## src/rtl/bin2bcd_seq.sv

```systemverilog
// bin2bcd_seq: iterative 14-bit binary to 4-digit packed BCD (double dabble).
// A conversion takes one shift per clock, so latency is constant.
// Define BIN2BCD_SATURATE_EN to show 9999 on overflow; without it, overflow shows EEEE.
module bin2bcd_seq (
   input  logic        clk_i,
   input  logic        rst_ni,
   input  logic        start_i,
   input  logic [13:0] bin_i,
   output logic [15:0] bcd_o,
   output logic        busy_o,
   output logic        done_o,
   output logic        ovf_o
);

`ifdef BIN2BCD_SATURATE_EN
   localparam logic [15:0] OVF_BCD = 16'h9999;
`else
   localparam logic [15:0] OVF_BCD = 16'hEEEE;
`endif

   typedef enum logic [1:0] {IDLE, CONV, DONE} state_t;

   state_t      state_q, state_d;
   logic [29:0] sr_q;
   logic [3:0]  cnt_q;
   logic        ovf_q;
   logic [15:0] adj;
   logic [29:0] shifted;

   genvar g;
   for (g = 0; g < 4; g++) begin : g_nib
      assign adj[4*g +: 4] = (sr_q[14+4*g +: 4] >= 4'd5) ? sr_q[14+4*g +: 4] + 4'd3
                                                         : sr_q[14+4*g +: 4];
   end

   assign shifted = {adj, sr_q[13:0]} << 1;
   assign busy_o  = (state_q != IDLE);

   // State register
   always_ff @(posedge clk_i) begin
      if (!rst_ni) state_q <= IDLE;
      else         state_q <= state_d;
   end

   // Next-state: accept in IDLE, run 14 shifts, spend one cycle in DONE
   always_comb begin
      state_d = state_q;
      unique case (state_q)
         IDLE:    state_d = start_i ? CONV : IDLE;
         CONV:    state_d = (cnt_q == 4'd0) ? DONE : CONV;
         DONE:    state_d = IDLE;
         default: state_d = IDLE;
      endcase
   end

   // Shift register, step counter and overflow flag
   always_ff @(posedge clk_i) begin
      if (!rst_ni) begin
         sr_q  <= '0;
         cnt_q <= '0;
         ovf_q <= 1'b0;
      end else if (state_q == IDLE && start_i) begin
         sr_q  <= {16'h0000, bin_i};
         cnt_q <= 4'd13;
         ovf_q <= (bin_i > 14'd9999);
      end else if (state_q == CONV) begin
         sr_q  <= shifted;
         cnt_q <= cnt_q - 4'd1;
      end
   end

   // Result registers only move when a conversion completes
   always_ff @(posedge clk_i) begin
      if (!rst_ni) begin
         bcd_o  <= 16'h0000;
         ovf_o  <= 1'b0;
         done_o <= 1'b0;
      end else begin
         done_o <= (state_q == DONE);
         if (state_q == DONE) begin
            bcd_o <= ovf_q ? OVF_BCD : sr_q[29:14];
            ovf_o <= ovf_q;
         end
      end
   end

endmodule

```

## config.mk

```make
export PLATFORM = sky130hd
export DESIGN_NAME = bin2bcd_seq
export DESIGN_NICKNAME = d
export VERILOG_FILES = /design/src/rtl/bin2bcd_seq.sv
export SDC_FILE = /design/constraint.sdc
export NUM_CORES = 1
export LEC_CHECK = 0
export ABC_AREA = 1
export BUFFER_PORTS_ARGS = -buffer_cell sky130_fd_sc_hd__buf_2
export CAP_MARGIN = 20
export CELL_PAD_IN_SITES_DETAIL_PLACEMENT = 1
export CELL_PAD_IN_SITES_GLOBAL_PLACEMENT = 1
export CORE_MARGIN = 5
export CORE_UTILIZATION = 37
export CTS_BUF_LIST = sky130_fd_sc_hd__clkbuf_4 sky130_fd_sc_hd__clkbuf_8 sky130_fd_sc_hd__clkbuf_16
export DETAILED_ROUTE_END_ITERATION = 16
export PLACE_DENSITY_LB_ADDON = 0.1
export RECOVER_POWER = 50
export SYNTH_ARGS = -nofsm -noshare
export SYNTH_HDL_FRONTEND = slang
export SYNTH_SLANG_ARGS = --single-unit
```

## constraint.sdc

```tcl
create_clock -name clk_i -period 1.4 [get_ports clk_i]
set_clock_uncertainty 0.1 [all_clocks]
set_input_delay 0.28 -clock clk_i [delete_from_list [all_inputs] [get_ports clk_i]]
set_output_delay 0.28 -clock clk_i [all_outputs]
set_load 0.02 [all_outputs]
```

== Word-level counts from Yosys, hierarchy flattened ==
Cells that the tools add are included.
Word-level totals
  word-level logic and storage cells: 40
  register bits after elaboration: 55
  RAM bits: 0
  bits in latches: 0
  bits in read-only memories: 0
  memories: 0
  bits of input ports: 17
  output and inout bits: 19
Operators by class
  shift operators: 0
  add/subtract/negate cells: 5
  bitwise logic cells: 1
  multiplexer cells: 12
  reduce and logical (&&, ||, !) cells: 6
  div/mod/pow operators: 0
  equal/unequal tests: 2
  $mul: 0
  order comparisons: 5
Operator list (number)
  $mux W14: 2
  $mux W4: 5
  $ge A4 B3 Y1 const B: 4
  $mux W16: 1
  $gt A14 B14 Y1 const B: 1
  $add A4 B2 Y4 const B: 3
  $logic_not A4 Y1: 1
  $pmux W2 S2: 1
  $reduce_bool A2 Y1: 2
  $sub A4 B1 Y4 const B: 1
  $add A3 B2 Y3 const B: 1
  $mux W3: 1
  $eq A2 B1 Y1 const B: 1
  $eq A2 B2 Y1 const B: 1
  $logic_not A2 Y1: 1
  $mux W2: 1
  $reduce_or A2 Y1: 1
  $logic_and A1 B1 Y1: 1
  $mux W1: 1
  $not A1 Y1: 1

== Depth between registers and ports, before layout ==
  word-level depth: 3
  gate-level depth with buffers: 10
  depth with buffers taken out: 10

== Least setup slack after synthesis ==
OpenSTA, ideal clock, no wires.
  path kind: flip-flop to flip-flop
  start: reg sr_q[26]
  end: reg sr_q[27]
  cell stages (with the launch flop): 10
  path buffers: 0
  clock period less this slack: 1320 ps
  path slack: 80 ps
  arrival: 1111 ps
  setup time: 109 ps
  cells stage by stage: dfxtp_1 inv_1 ha_1 inv_1 o21ai_0 nand2_1 nand2_1 nand3_1 nand2_1 inv_1
Between the ends
  longest elaborated chain between the ends: 2
  elaborated cells on any way between the ends: 3
  those cells by class: 1 x add/sub; 1 x order compare; 1 x mux
RTL lines
  start: declaration: line 24  | logic [29:0] sr_q;
  start signal: assignment: line 63  | sr_q <= {16'h0000, bin_i};
  start signal: assignment: line 67  | sr_q <= shifted;
  $ge A4 B3 Y1 or $add A3 B2 Y3 (tied branches): line 32  | assign adj[4*g +: 4] = (sr_q[14+4*g +: 4] >= 4'd5) ? sr_q[14+4*g +: 4] + 4'd3
  $mux W3 *: line 32
Every way passes the cells marked *; elsewhere a longest branch is shown, timed or not.
A chain may end at the register's enable or synchronous reset.

== Worst setup path after layout ==
  start: reg state_q[1]
  end: out busy_o
Between the ends
  longest elaborated chain between the ends: 1
RTL lines
  start: declaration: line 23  | state_t state_q, state_d;
  start signal: assignment: line 42  | else state_q <= state_d;
  $reduce_bool A2 Y1: line 37  | assign busy_o = (state_q != IDLE);
  end: declaration: line 10  | output logic busy_o,
Every way passes these cells.

==> qor.txt <==
status - finished with violations
failing checks - negative setup slack
worst-path cell chain - buf_6 > nor2_4 > inv_2 > buf_6
Commonest cells post-synth - nand2_1, dfxtp_1, inv_1
DIE AREA - 8800 sq um
CTS sink cnt - 55
drt pass-1 iters - 4
Crit. End Element - primary output
top-area cell type share of the netlist area - 42.3%
slowest CP cell - dfxtp_2
Rows - 30
layout cell share with drive strength beyond 1 - 25.5%
number of max-cap violations - 0
final net count - 437
Die Ht - 93.8 microns
post-synth cell types - 27
CTS tree - done
clk root buf - clkbuf_8
Avg WL per Cell - 13.4 microns
syn avg cell area - 7.24 sq um
fillcell total - 912
Remaining DRCs - 0
final core utilization - 46.4%
Final Slew Violations - 0
number of flops mapped to enable cells by yosys - 0
WL final - 6810 microns
register area share after synthesis - 42.3%
Synth Instances - 359
largest area contributor in the netlist - dfxtp_1
Routed Antenna Nets - 0
ranking of synthesized cells by area - dfxtp_1, nand2_1, nand3_1, a21oi_1, inv_1
initial antenna violation count - 0
drt initial violations - 94
CTS Buf Count - 5
total number of vias - 2439
Final Instance Area - 3170 sq um
CTS clk-pin slew, worst paths - 110 ps
maximum clock frequency - 712 MHz
largest net degree at the start of global routing - 24
Slew headroom - 74.1%
register bit total from synthesis - 55
startpoint types - flop
CP most frequent cell - buf_6
count leader, synth - nand2_1
HPWL after detailed placement - 4830 microns
Core ar. - 6830 sq um
pre-CTS setup slack - -58.8 ps
first-pass GRT wire length - 11400 microns
Synth Cell Area - 2600 sq um
total global routing overflow - 0
worst setup path category - flop to primary output
Initial Util - 38.1%
CP max stage delay - 340 ps
Worst VDD drop - 431 uV
Worst Hold Class - primary input to flop
Slew @ Worst Pin - 387 ps
Net Count, Synth - 385
I/O Buffers - 35
Layout Cells excl Fill - 508
Power Density - 1080 nW/um^2
Worst EP required - 1020 ps
total power - 3.42 mW
area grow syn2layout - 21.8%
final setup margin - -4.43 ps
vias in the first global route - 2424
routed vias/inst - 4.80
fin crit share - 100%
Multi-input gate area - 1270 sq um
CTS max path bufs - 2
post-layout minimum cycle time - 1400 ps
placer congestion estimate - 0.757
ys flop type - dfxtp_1
worst-path fanout max - 2
Storage cell area - 1110 sq um
Setup Total Neg Slack - -4.43 ps
IO Count - 36
warnings from Yosys - 0
Skew-Pair Late Insertion Delay - 310 ps
htree depth - 2
Fin Hold WS - 42.0 ps
Hold-fix buffers, CTS - 0
asr flop ratio synth - 0%
Lkg Pwr - 1.41 nW
final hold violation count - 0
die width - 93.8 microns
RSZ-0062 raised after global routing - yes
setup violators final - 1
Crit path arrival time - 1020 ps
Post-Place Cell Area - 2960 sq um
Global Route Usage Sum - 16.1%
placed cells - 494
# diodes - 0
-- critical path, delay by kind of cell (launching register included) --
kind,cells,cell delay (ps)
flops,1,340
buf+inv,3,270
simple gates,1,100
-- flip-flops by register name, indices dropped and copies added, names as in the netlist --
signal and flops:
ovf_q 1, cnt_q 4, ovf_o 1, sr_q 30, done_o 1, state_q 2, bcd_o 16
-- power by group --
group | internal, mW | leakage (nW) | switching, mW
registers | 1.67 | 0.452 | 0.0859
clock network | 0.381 | 0.0488 | 0.555
logic | 0.285 | 0.913 | 0.444
-- metal layers --
metal,vias up,GRT usage (%),share of wire [%]
met5,-,0,0
met4,0,4.33,1.1
met3,6,3.13,3.2
met2,34,26.2,47
met1,1149,21.9,49
li1,1250,-,-
-- layout by cell type (no fill, tap or decap), drive strengths merged --
cell | synthesis | layout
o21bai | 1 | 1
o211ai | 1 | 1
nand3 | 39 | 39
inv | 45 | 44
nor2 | 20 | 20
o21ai | 20 | 20
nand2 | 110 | 110
ha | 9 | 9
buf | 11 | 53
dfxtp | 55 | 55
a21oi | 34 | 34
clkinvlp | 0 | 1
a31oi | 8 | 8
or2 | 1 | 1
clkbuf | 2 | 11
nor3 | 2 | 2
clkinv | 1 | 3
-- cells by family after synthesis --
kind of cell             count (synthesis)  synth area share, %
AO/OA/AOI/OAI                           64                 13.2
adder cells (fa/ha/maj)                  9                 4.33
AND/OR/NAND/NOR                        172                 29.7
flip-flops                              55                 42.3
buffers and inverters                   59                 10.4
-- path summary, 6_finish.rpt --
path | start | endpoint | slack [ps] | cells after the start
max reg2reg | state_q[1] | ovf_q | 30 | 8
min reg2reg | bcd_o[8] | bcd_o[8] | 370 | 2
max | state_q[1] | busy_o | -4 | 4
min | bin_i[0] | sr_q[0] | 40 | 3
-- repair_timing --
item	in CTS	in global routing
endpoints found under the setup margin	5	26
resized for setup	6	29
pin swaps	1	3
endpoints found under the hold margin	0	0
gates cloned	0	0
setup buffers	2	4
-- area by class of cell --
class | count | share of cell area, %
Inverter | 46 | 5.61
Clock buffer | 6 | 2.41
Sequential cell | 55 | 35.2
Clock inverter | 2 | 0.553
Timing Repair Buffer | 58 | 12.2
Multi-Input combinational cell | 245 | 40.2
Tap cell | 96 | 3.79
No activity file was read; power rests on OpenSTA's default activity.
